==> src/rtl/sprite_tile_fetcher_if.sv <==
// ---------------------------------------------------------------------------
// sprite_tile_fetcher_if
// Bundles the three buses of the sprite tile fetcher:
//   command port : cmd_valid/cmd_ready with cmd_x, cmd_addr, cmd_groups, cmd_hflip
//   VRAM port    : vram_req/vram_addr out, vram_ack/vram_rdata in
//   doubler port : tile_pixels, tile_valid_mask, lb_x, plus busy status
// Modports:
//   slave  - the fetcher itself
//   master - whoever feeds commands and VRAM data and consumes tile groups
// ---------------------------------------------------------------------------
interface sprite_tile_fetcher_if #(
  parameter int ADDR_W = 16
);
  logic              cmd_valid;
  logic              cmd_ready;
  logic [11:0]       cmd_x;
  logic [ADDR_W-1:0] cmd_addr;
  logic [5:0]        cmd_groups;
  logic              cmd_hflip;
  logic              vram_req;
  logic [ADDR_W-1:0] vram_addr;
  logic              vram_ack;
  logic [35:0]       vram_rdata;
  logic [35:0]       tile_pixels;
  logic [3:0]        tile_valid_mask;
  logic [11:0]       lb_x;
  logic              busy;

  modport slave (
    input  cmd_valid, cmd_x, cmd_addr, cmd_groups, cmd_hflip, vram_ack, vram_rdata,
    output cmd_ready, vram_req, vram_addr, tile_pixels, tile_valid_mask, lb_x, busy
  );

  modport master (
    output cmd_valid, cmd_x, cmd_addr, cmd_groups, cmd_hflip, vram_ack, vram_rdata,
    input  cmd_ready, vram_req, vram_addr, tile_pixels, tile_valid_mask, lb_x, busy
  );
endinterface

==> src/rtl/sprite_tile_fetcher.sv <==
// ---------------------------------------------------------------------------
// sprite_tile_fetcher
// Turns one sprite-row command into a stream of 4-pixel groups for the pixel
// doubler. Words are fetched from VRAM over a req/ack port; every acked word
// is presented one cycle later with a per-pixel valid mask (transparent
// pixels invalid). Cycles without data present an all-zero group whose lb_x
// is the x of the next group. A one-cycle FLUSH after each sprite guarantees
// a zero-mask cycle between sprites.
//
// Ports:
//   clk_draw    - draw clock, all logic on rising edge
//   rst_draw_n  - asynchronous active-low reset
//   bus         - sprite_tile_fetcher_if.slave (command, VRAM, doubler buses)
//
// Optional feature macro: SPRITE_HFLIP_EN
//   Defined: cmd_hflip latched on accept; addresses run downward from
//   cmd_addr + cmd_groups - 1 and pixels are reversed within each word.
//   Undefined: cmd_hflip is ignored.
// ---------------------------------------------------------------------------
module sprite_tile_fetcher #(
  parameter int         ADDR_W      = 16,
  parameter logic [8:0] TRANSPARENT = 9'h000
) (
  input  logic                 clk_draw,
  input  logic                 rst_draw_n,
  sprite_tile_fetcher_if.slave bus
);

  typedef enum logic [1:0] {
    ST_IDLE  = 2'd0,
    ST_FETCH = 2'd1,
    ST_FLUSH = 2'd2
  } state_t;

  state_t            state_r;
  logic [5:0]        remaining_r;
  logic [11:0]       x_next_r;
  logic [ADDR_W-1:0] addr_r;
  logic              req_r;
  logic [35:0]       pix_r;
  logic [3:0]        mask_r;
  logic [11:0]       lb_x_r;

  logic [35:0]       word_s;
  logic [ADDR_W-1:0] start_addr_s;
  logic [ADDR_W-1:0] next_addr_s;

  // One valid bit per 9-bit pixel: set unless the pixel is the transparent code.
  function automatic logic [3:0] pixel_mask(input logic [35:0] w);
    logic [3:0] m;
    m = 4'h0;
    for (int i = 0; i < 4; i++) begin
      m[i] = (w[9*i +: 9] != TRANSPARENT);
    end
    return m;
  endfunction

`ifdef SPRITE_HFLIP_EN
  logic hflip_r;

  // Swap pixel order inside a word: output pixel i takes input pixel 3-i.
  function automatic logic [35:0] reverse_pixels(input logic [35:0] w);
    logic [35:0] r;
    r = 36'h0;
    for (int i = 0; i < 4; i++) begin
      r[9*i +: 9] = w[9*(3-i) +: 9];
    end
    return r;
  endfunction

  // Word ordering and address stepping depend on the latched flip flag.
  always_comb begin
    if (hflip_r) begin
      word_s      = reverse_pixels(bus.vram_rdata);
      next_addr_s = addr_r - ADDR_W'(1'b1);
    end else begin
      word_s      = bus.vram_rdata;
      next_addr_s = addr_r + ADDR_W'(1'b1);
    end
    if (bus.cmd_hflip) begin
      start_addr_s = bus.cmd_addr + ADDR_W'(bus.cmd_groups) - ADDR_W'(1'b1);
    end else begin
      start_addr_s = bus.cmd_addr;
    end
  end

  // Flip flag captured with the command so it holds for the whole sprite.
  always_ff @(posedge clk_draw or negedge rst_draw_n) begin
    if (!rst_draw_n) begin
      hflip_r <= 1'b0;
    end else if (state_r == ST_IDLE && bus.cmd_valid) begin
      hflip_r <= bus.cmd_hflip;
    end else begin
      hflip_r <= hflip_r;
    end
  end
`else
  logic unused_hflip_s;
  assign unused_hflip_s = bus.cmd_hflip;

  // Without flip support words pass straight through and addresses count up.
  always_comb begin
    word_s       = bus.vram_rdata;
    next_addr_s  = addr_r + ADDR_W'(1'b1);
    start_addr_s = bus.cmd_addr;
  end
`endif

  // Main FSM: command accept, VRAM fetch sequencing and registered outputs.
  always_ff @(posedge clk_draw or negedge rst_draw_n) begin
    if (!rst_draw_n) begin
      state_r     <= ST_IDLE;
      remaining_r <= 6'd0;
      x_next_r    <= 12'd0;
      addr_r      <= '0;
      req_r       <= 1'b0;
      pix_r       <= 36'h0;
      mask_r      <= 4'h0;
      lb_x_r      <= 12'd0;
    end else begin
      // lb_x always reports where the next group will land, data or not.
      lb_x_r <= x_next_r;
      case (state_r)
        ST_IDLE: begin
          pix_r  <= 36'h0;
          mask_r <= 4'h0;
          if (bus.cmd_valid) begin
            x_next_r <= bus.cmd_x;
            if (bus.cmd_groups != 6'd0) begin
              state_r     <= ST_FETCH;
              req_r       <= 1'b1;
              remaining_r <= bus.cmd_groups;
              addr_r      <= start_addr_s;
            end else begin
              state_r <= ST_IDLE;
            end
          end else begin
            state_r <= ST_IDLE;
          end
        end
        ST_FETCH: begin
          if (bus.vram_ack) begin
            pix_r       <= word_s;
            mask_r      <= pixel_mask(word_s);
            x_next_r    <= x_next_r + 12'd8;
            remaining_r <= remaining_r - 6'd1;
            addr_r      <= next_addr_s;
            if (remaining_r == 6'd1) begin
              // Last word: request drops with the ack so no extra word is read.
              state_r <= ST_FLUSH;
              req_r   <= 1'b0;
            end else begin
              state_r <= ST_FETCH;
            end
          end else begin
            pix_r  <= 36'h0;
            mask_r <= 4'h0;
          end
        end
        ST_FLUSH: begin
          pix_r   <= 36'h0;
          mask_r  <= 4'h0;
          state_r <= ST_IDLE;
        end
        default: begin
          pix_r   <= 36'h0;
          mask_r  <= 4'h0;
          req_r   <= 1'b0;
          state_r <= ST_IDLE;
        end
      endcase
    end
  end

  assign bus.cmd_ready       = (state_r == ST_IDLE);
  assign bus.busy            = (state_r != ST_IDLE);
  assign bus.vram_req        = req_r;
  assign bus.vram_addr       = addr_r;
  assign bus.tile_pixels     = pix_r;
  assign bus.tile_valid_mask = mask_r;
  assign bus.lb_x            = lb_x_r;

endmodule

==> src/flat_wrapper.sv <==
// flat-port wrapper written by rule: the top's interface ports become plain ports
module sprite_tile_fetcher_flat 
#(
  parameter int         ADDR_W      = 16,
  parameter logic [8:0] TRANSPARENT = 9'h000
)
  (clk_draw, rst_draw_n, bus_cmd_valid, bus_cmd_x, bus_cmd_addr, bus_cmd_groups, bus_cmd_hflip, bus_vram_ack, bus_vram_rdata, bus_cmd_ready, bus_vram_req, bus_vram_addr, bus_tile_pixels, bus_tile_valid_mask, bus_lb_x, bus_busy);
  sprite_tile_fetcher_if #(.ADDR_W(ADDR_W)) bus_i ();
  input  logic clk_draw;
  input  logic rst_draw_n;
  input wire logic [$bits(bus_i.cmd_valid)-1:0] bus_cmd_valid;
  input wire logic [$bits(bus_i.cmd_x)-1:0] bus_cmd_x;
  input wire logic [$bits(bus_i.cmd_addr)-1:0] bus_cmd_addr;
  input wire logic [$bits(bus_i.cmd_groups)-1:0] bus_cmd_groups;
  input wire logic [$bits(bus_i.cmd_hflip)-1:0] bus_cmd_hflip;
  input wire logic [$bits(bus_i.vram_ack)-1:0] bus_vram_ack;
  input wire logic [$bits(bus_i.vram_rdata)-1:0] bus_vram_rdata;
  output wire logic [$bits(bus_i.cmd_ready)-1:0] bus_cmd_ready;
  output wire logic [$bits(bus_i.vram_req)-1:0] bus_vram_req;
  output wire logic [$bits(bus_i.vram_addr)-1:0] bus_vram_addr;
  output wire logic [$bits(bus_i.tile_pixels)-1:0] bus_tile_pixels;
  output wire logic [$bits(bus_i.tile_valid_mask)-1:0] bus_tile_valid_mask;
  output wire logic [$bits(bus_i.lb_x)-1:0] bus_lb_x;
  output wire logic [$bits(bus_i.busy)-1:0] bus_busy;
  assign bus_i.cmd_valid = bus_cmd_valid;
  assign bus_i.cmd_x = bus_cmd_x;
  assign bus_i.cmd_addr = bus_cmd_addr;
  assign bus_i.cmd_groups = bus_cmd_groups;
  assign bus_i.cmd_hflip = bus_cmd_hflip;
  assign bus_i.vram_ack = bus_vram_ack;
  assign bus_i.vram_rdata = bus_vram_rdata;
  assign bus_cmd_ready = bus_i.cmd_ready;
  assign bus_vram_req = bus_i.vram_req;
  assign bus_vram_addr = bus_i.vram_addr;
  assign bus_tile_pixels = bus_i.tile_pixels;
  assign bus_tile_valid_mask = bus_i.tile_valid_mask;
  assign bus_lb_x = bus_i.lb_x;
  assign bus_busy = bus_i.busy;
  sprite_tile_fetcher #(.ADDR_W(ADDR_W), .TRANSPARENT(TRANSPARENT)) u_core (.clk_draw(clk_draw), .rst_draw_n(rst_draw_n), .bus(bus_i));
endmodule
==> config.mk <==
export PLATFORM = sky130hd
export DESIGN_NAME = sprite_tile_fetcher_flat
export DESIGN_NICKNAME = d
export VERILOG_FILES = /design/src/rtl/sprite_tile_fetcher_if.sv /design/src/rtl/sprite_tile_fetcher.sv /design/src/flat_wrapper.sv
export SDC_FILE = /design/constraint.sdc
export NUM_CORES = 1
export LEC_CHECK = 0
export ABC_AREA = 1
export CAP_MARGIN = 5
export CORE_ASPECT_RATIO = 0.75
export CORE_MARGIN = 2
export CORE_UTILIZATION = 30
export DETAILED_ROUTE_END_ITERATION = 16
export MAX_ROUTING_LAYER = met4
export SETUP_SLACK_MARGIN = 0.02
export SYNTH_ARGS = -nofsm -noshare
export SYNTH_HDL_FRONTEND = slang
export SYNTH_SLANG_ARGS = --single-unit
==> constraint.sdc <==
create_clock -name clk_draw -period 1.7 [get_ports clk_draw]
set_input_delay 0.34 -clock clk_draw [delete_from_list [all_inputs] [get_ports clk_draw]]
set_output_delay 0.34 -clock clk_draw [all_outputs]
set_load 0.1 [all_outputs]
==> out/qor.txt, run 1 <==
Static leakage = 3.27 nW
Die area = 14,700 µm²
Maximum root-to-sink buffer count = 2
Gate Count Post-Synth = 498
Total congestion overflow = 0
Vias = 3,754
Status = finished, final reports clean
Ys Warns = 0
Simple-gate share of the synthesized area = 0.301
Fmax = 0.609 GHz
CP Max Fanout = 3
Rows = 37
Drt wl/cell = 13.3 µm
Slew HR = 0.760
# setup viols final = 0
Routed Antenna Nets = 0
Max VDD drop = 1.52 mV
Setup crit end kind = output port
I/O pin cnt = 146
CP Data Arrival Time = 1.30 ns
CP peak stage delay = 0.39 ns
Final hold violation count = 0
DP Cell Count = 813
Clock power share = 0.138
CP Class = flop to output port
CTS sink cnt = 89
Largest net degree at the start of global routing = 53
Switching Share = 0.507
Max-cap violations = 0
Fin Hold WS = 0.373 ns
CP cell instances = buf_4 -> nor2_4 -> inv_1 -> buf_12
Internal = 7.63 mW
Floorplan core area = 13,600 µm²
Number of fill cells = 1,234
Area grow syn2layout = 68.6%
Mapped Area = 4120 µm²
Unique masters post-synth = 31
Worst Setup Start Kind = flop
CTS Buf Count = 9
CP max stage cell = dfrtp_1
Die Y = 105 µm
Layout Nets = 734
#FFs+latches synth = 89
Clock Pin Slew Worst Setup and Hold Paths = 0.07 ns
Vias per cell = 4.50
Width of the chip = 139 µm
Drt drc = 0
Compound-gate portion of the synthesized area = 0.0626
Multiplexer share of the synthesized area = 0.00820
Worst hold path type = flop to flop
Multi-input gate area = 1640 µm²
Sum of negative setup slack = 0 ns
Fin. max-slew vios = 0
Hpwl dp = 8.33 mm
GRT Util Overall = 0.158
Logic pwr share = 0.622
Vias in the first global route = 3,766
Largest family of logic cells by synthesized area = simple AND/OR/NAND/NOR gates
Seq/Total Area, Yosys = 0.541
Skew final = 0.00603 ns
Initial antenna violation count = 0
Ratio of cells with drive above 1 in the final layout = 0.209
Non-Filler Instances = 835
Post-synthesis adder-cell area fraction = 0.0122
WL final = 11.1 mm
First-pass GRT wire length = 18.2 mm
Register area = 2240 µm²
Seq pwr share = 0.240
Syn Nets = 577
Initial core utilization = 0.304
Port bufs = 144
Htree depth = 3
Syn avg cell area = 8.27 µm²
CTS tree = done
CP required = 1.36 ns
Overall Power = 15.5 mW
Post-Route Utilization = 0.512
Iter 0 DRT Violations = 196
Xor and xnor fraction of the mapped netlist area = 0.0128
P_sw = 7.84 mW
Drt pass-1 iters = 4
Worst skew pair latency = 0.33 ns
GP Congestion = 0.836
Unrepaired setup endpoints after global routing = no
P per Cell Area = 2230 nW/µm²
Actual slew at the worst max-slew pin = 0.356 ns
Tmin final = 1.64 ns
Ant. Diodes = 0
Clk root buf = clkbuf_16
Period utilisation layout = 0.966
## power by group through the flow
stage / Sequential, mW / Combinational [mW] / Clock (mW)
5_1_grt: 3.83 / 10.2 / 2.32
3_3_place_gp: 3.72 / 9.37 / 0
6_report: 3.72 / 9.62 / 2.13
2_1_floorplan: 7.09 / 2.58 / 0
3_5_place_dp: 3.75 / 9.50 / 0
4_1_cts: 3.72 / 9.54 / 2.20
## layout make-up
type,count,area share
repair buffers,165,0.341
flip-flops and latches,89,0.323
multi-input cells,351,0.236
clock buffers,10,0.0344
well taps,175,0.0315
inverters,39,0.0218
clock inverters,6,0.0132
## Yosys cell counts
| library cell | instances | area, µm² |
|---|---|---|
| a21oi_1 | 6 | 30.0 |
| a22oi_1 | 1 | 7.51 |
| a31oi_1 | 6 | 37.5 |
| buf_1 | 1 | 3.75 |
| buf_2 | 10 | 50.1 |
| buf_4 | 1 | 7.51 |
| buf_6 | 3 | 33.8 |
| clkbuf_1 | 4 | 15.0 |
| clkinv_2 | 1 | 5.00 |
| dfrtp_1 | 89 | 2230 |
| ha_1 | 4 | 50.1 |
| inv_1 | 37 | 139 |
| inv_2 | 1 | 3.75 |
| mux2_2 | 3 | 33.8 |
| nand2_1 | 152 | 571 |
| nand2_2 | 1 | 6.26 |
| nand2_4 | 3 | 33.8 |
| nand3_1 | 27 | 135 |
| nand3b_1 | 2 | 15.0 |
| nand4_1 | 8 | 50.1 |
| nand4_2 | 1 | 12.5 |
| nor2_1 | 88 | 330 |
| nor2_4 | 2 | 22.5 |
| nor4_1 | 8 | 50.1 |
| o211ai_2 | 3 | 37.5 |
| o21ai_0 | 19 | 95.1 |
| o21ai_1 | 7 | 35.0 |
| o21ai_2 | 1 | 8.76 |
| o22ai_1 | 1 | 6.26 |
| or2_2 | 2 | 12.5 |
| xor2_1 | 6 | 52.6 |
## worst max-delay path: cells and delay by family (launching register included)
kind	cells	cell delay, ns
buffers and inverters	3	0.42
DFF	1	0.39
and+or+nand+nor	1	0.16
## state kept, by name, indices dropped and copies added (netlist names)
name and flops:
u_core.bus.tile_pixels 36, u_core.bus.tile_valid_mask 4, u_core.bus.vram_req 1, u_core.bus.lb_x 12, u_core.bus.vram_addr 16, u_core.x_next_r 12
u_core.remaining_r 6, u_core.state_r 2
## per-stage QoR
stage,setup slack [ns],cell area [µm²]
2_1_floorplan,-0.232,4130
3_3_place_gp,0.00379,6540
3_5_place_dp,-0.0316,6540
4_1_cts,0.0178,6890
5_1_grt,0.0135,6940
6_report,0.0579,6940
## placed cells by master, fill, tap and decap left out
cell type        instances
a21oi_1                  6
a22oi_1                  1
a31oi_1                  6
buf_12                  75
buf_4                   16
buf_6                    1
bufinv_16                2
clkbuf_16                9
clkbuf_8                 1
clkdlybuf4s50_1         72
clkinv_2                 1
clkinv_4                 1
clkinvlp_4               4
dfrtp_1                 80
dfrtp_2                  9
dlygate4sd3_1            1
ha_1                     4
inv_1                   36
inv_2                    1
mux2_2                   3
nand2_1                152
nand2_2                  1
nand2_4                  3
nand3_1                 27
nand3b_1                 2
nand4_1                  8
nand4_2                  1
nor2_1                  86
nor2_2                   2
nor2_4                   2
nor4_1                   8
o211ai_2                 3
o21ai_0                 19
o21ai_1                  7
o21ai_2                  1
o22ai_1                  1
or2_2                    2
xor2_1                   6
## kinds of logic after synthesis
| kind of cell | after synthesis |
|---|---|
| XOR/XNOR | 6 |
| flip-flops | 89 |
| AO/OA/AOI/OAI | 44 |
| AND/OR/NAND/NOR | 294 |
| multiplexers | 3 |
| adder cells (fa/ha/maj) | 4 |
| buffers and inverters | 58 |
## final timing paths
path | from | end | slack (ns) | cells past startpoint
max | u_core.state_r[0] | bus_busy | 0.06 | 4
min | u_core.x_next_r[7] | u_core.bus.lb_x[7] | 0.37 | 0
max reg2reg | u_core.state_r[0] | u_core.bus.vram_addr[10] | 0.11 | 10
min reg2reg | u_core.x_next_r[7] | u_core.bus.lb_x[7] | 0.37 | 0
max in group asynchronous | rst_draw_n | u_core.bus.tile_pixels[9] | 0.68 | 3
min in group asynchronous | rst_draw_n | u_core.bus.lb_x[11] | 0.44 | 2
## what timing repair did
action	4_1_cts	5_1_grt
setup endpoints to repair	1	36
endpoints found under the hold margin	20	0
hold buffers	1	0
buffers inserted	1	4
pin swaps	1	2
gates cloned	0	0
resized for setup	0	4
## per-layer routing
layer	track usage	part of all wire
met3	0.0295	0.049
met4	0.0375	0.0061
met1	0.198	0.45
met2	0.269	0.50
met5	-	0
No activity file was read; power rests on OpenSTA's default activity.
==> inputs of run 2 (changes only) <==
CORE_MARGIN = 8   (was 2)
==> out/qor.txt, run 2 (same netlist as run 1, synthesis figures left out) <==
CP Data Arrival Time = 1.26 ns (-0.04 ns)
Max FFs per register = 36 (unchanged)
GP Congestion = 0.817 (-2.3%)
CP peak stage delay = 0.43 ns (+0.04 ns)
Maximum root-to-sink buffer count = 2 (unchanged)
GRT Util Overall = 0.142 (-0.0160)
Most common cell after layout, fill and taps aside = nand2_1
DP Worst Slack = -0.160 ns (-0.128 ns)
Initial core utilization = 0.304 (unchanged)
Reg2reg start = u_core.state_r[0]
Fmax = 0.625 GHz (+2.7%)
Crit. Startpoint = u_core.state_r[0]
Die Y = 117 µm (+11%)
Iter 0 DRT Violations = 181 (-7.7%)
Rows = 37 (unchanged)
P per Cell Area = 2240 nW/µm² (+0.56%)
Floorplan core area = 13,600 µm² (unchanged)
Ratio of cells with drive above 1 in the final layout = 0.201 (-0.00787)
Worst hold path type = flop to flop
CTS sink cnt = 89 (unchanged)
Htree depth = 3 (unchanged)
Total congestion overflow = 0 (unchanged)
CP Class = flop to output port
Unrepaired setup endpoints after global routing = no
Drt pass-1 iters = 4 (unchanged)
CP cell instances = nor2_4 -> inv_1 -> buf_12
Tmin final = 1.60 ns (-0.0431 ns)
Overall Power = 15.5 mW (+0.29%)
CP max stage cell = dfrtp_1
Actual slew at the worst max-slew pin = 0.427 ns (+0.0710 ns)
Drt drc = 0 (unchanged)
Fin Hold WS = 0.371 ns (-0.00277 ns)
CTS tree = done
Commonest cells after routing, fill and taps aside = 152 x nand2_1, 87 x nor2_1, 80 x dfrtp_1
Static leakage = 3.28 nW (+0.35%)
Port bufs = 144 (unchanged)
Crit path buf inv count = 2 (-1)
CTS Buf Count = 9 (unchanged)
Vias per cell = 4.55 (+1.1%)
Number of fill cells = 1,230 (-0.32%)
WL final = 12.1 mm (+9.2%)
Period utilisation layout = 0.941 (-0.0254)
Worst Setup Start Kind = flop
Sum of negative setup slack = 0 ns (unchanged)
Clk root buf = clkbuf_16
Vias in the first global route = 3,770 (+0.11%)
Drt wl/cell = 14.5 µm (+9.7%)
Worst skew pair latency = 0.34 ns (about the same)
Max VDD drop = 1.55 mV (+1.5%)
Max-cap violations = 0 (unchanged)
Status = finished, final reports clean
Skew final = 0.00593 ns (-0.0000981 ns)
Area grow syn2layout = 68.1%
Fin. max-slew vios = 0 (unchanged)
Non-Filler Instances = 831 (-0.48%)
Clock Pin Slew Worst Setup and Hold Paths = 0.06 ns (about the same)
I/O pin cnt = 146 (unchanged)
Hpwl dp = 9.19 mm (+10%)
Post-placement cell area = 6550 µm² (+0.19%)
Slack of the critical path = 0.101 ns (+0.0431 ns)
DP Cell Count = 813 (unchanged)
Slew HR = 0.715 (-0.0452)
Finished Cell Area = 6920 µm² (-0.27%)
Critical path's top delay family = flip-flops
CP Max Fanout = 4 (+1)
Width of the chip = 151 µm (+8.6%)
Layout Nets = 731 (-0.41%)
Die area = 17,800 µm² (+21%)
Vias = 3,778 (+0.64%)
Routed Antenna Nets = 0 (unchanged)
First-pass GRT wire length = 19.4 mm (+6.6%)
# setup viols final = 0 (unchanged)
Final hold violation count = 0 (unchanged)
Post-Route Utilization = 0.510 (-0.00138)
Setup crit end kind = output port
R2r setup slk = 0.15 ns (+0.04 ns)
Ant. Diodes = 0 (unchanged)
Hold_sp = u_core.x_next_r[0]
CP required = 1.36 ns (about the same)
Largest net degree at the start of global routing = 52 (-1.9%)
Initial antenna violation count = 0 (unchanged)
-- run 2: changes by cell type in the layout (fill, tap and decap cells not counted) --
cell and change:
bufinv_16 +1, buf_4 -2, clkinvlp_4 -4, buf_6 -1, inv_1 +1, inv_4 +1, nor2_1 +1, nor2_2 -1
-- run 2: layout make-up --
type                            instances  area (µm²)  area share
Inverter                               39         149      0.0215
Timing Repair Buffer                  162        2340       0.338
Multi-Input combinational cell        351        1640       0.236
Clock buffer                           10         239      0.0345
Tap cell                              175         219      0.0316
Sequential cell                        89        2240       0.323
Clock inverter                          5         104      0.0150
-- run 2: routing by layer --
layer | routed length, µm | vias up | GRT usage
met1 | 5260 | 1790 | 0.167
met5 | 0 | - | -
li1 | - | 1886 | -
met3 | 637 | 12 | 0.0361
met4 | 204 | 0 | 0.0524
met2 | 5990 | 90 | 0.230
-- run 2: timing repair --
| action | 4_1_cts | 5_1_grt |
|---|---|---|
| gates resized for setup | 0 | 2 |
| cloned | 0 | 0 |
| hold buffers | 1 | 0 |
| setup endpoints to repair | 1 | 3 |
| endpoints found under the hold margin | 26 | 0 |
| buffers inserted | 2 | 0 |
| pin swaps | 1 | 0 |
-- run 2: final timing paths --
check	to	cells after the start
max in group asynchronous	u_core.bus.tile_pixels[4]	3
worst max-delay path	bus_busy	3
worst min register to register	u_core.bus.lb_x[0]	0
min in group asynchronous	u_core.bus.lb_x[11]	2
worst min-delay path	u_core.bus.lb_x[0]	0
worst max register to register	u_core.bus.vram_addr[5]	9
-- run 2: report_power, final --
part | internal, mW | total (mW) | switching (mW)
Clock | 1.47 | 2.27 | 0.806
Combinational | 3.31 | 9.51 | 6.20
Sequential | 2.90 | 3.73 | 0.833
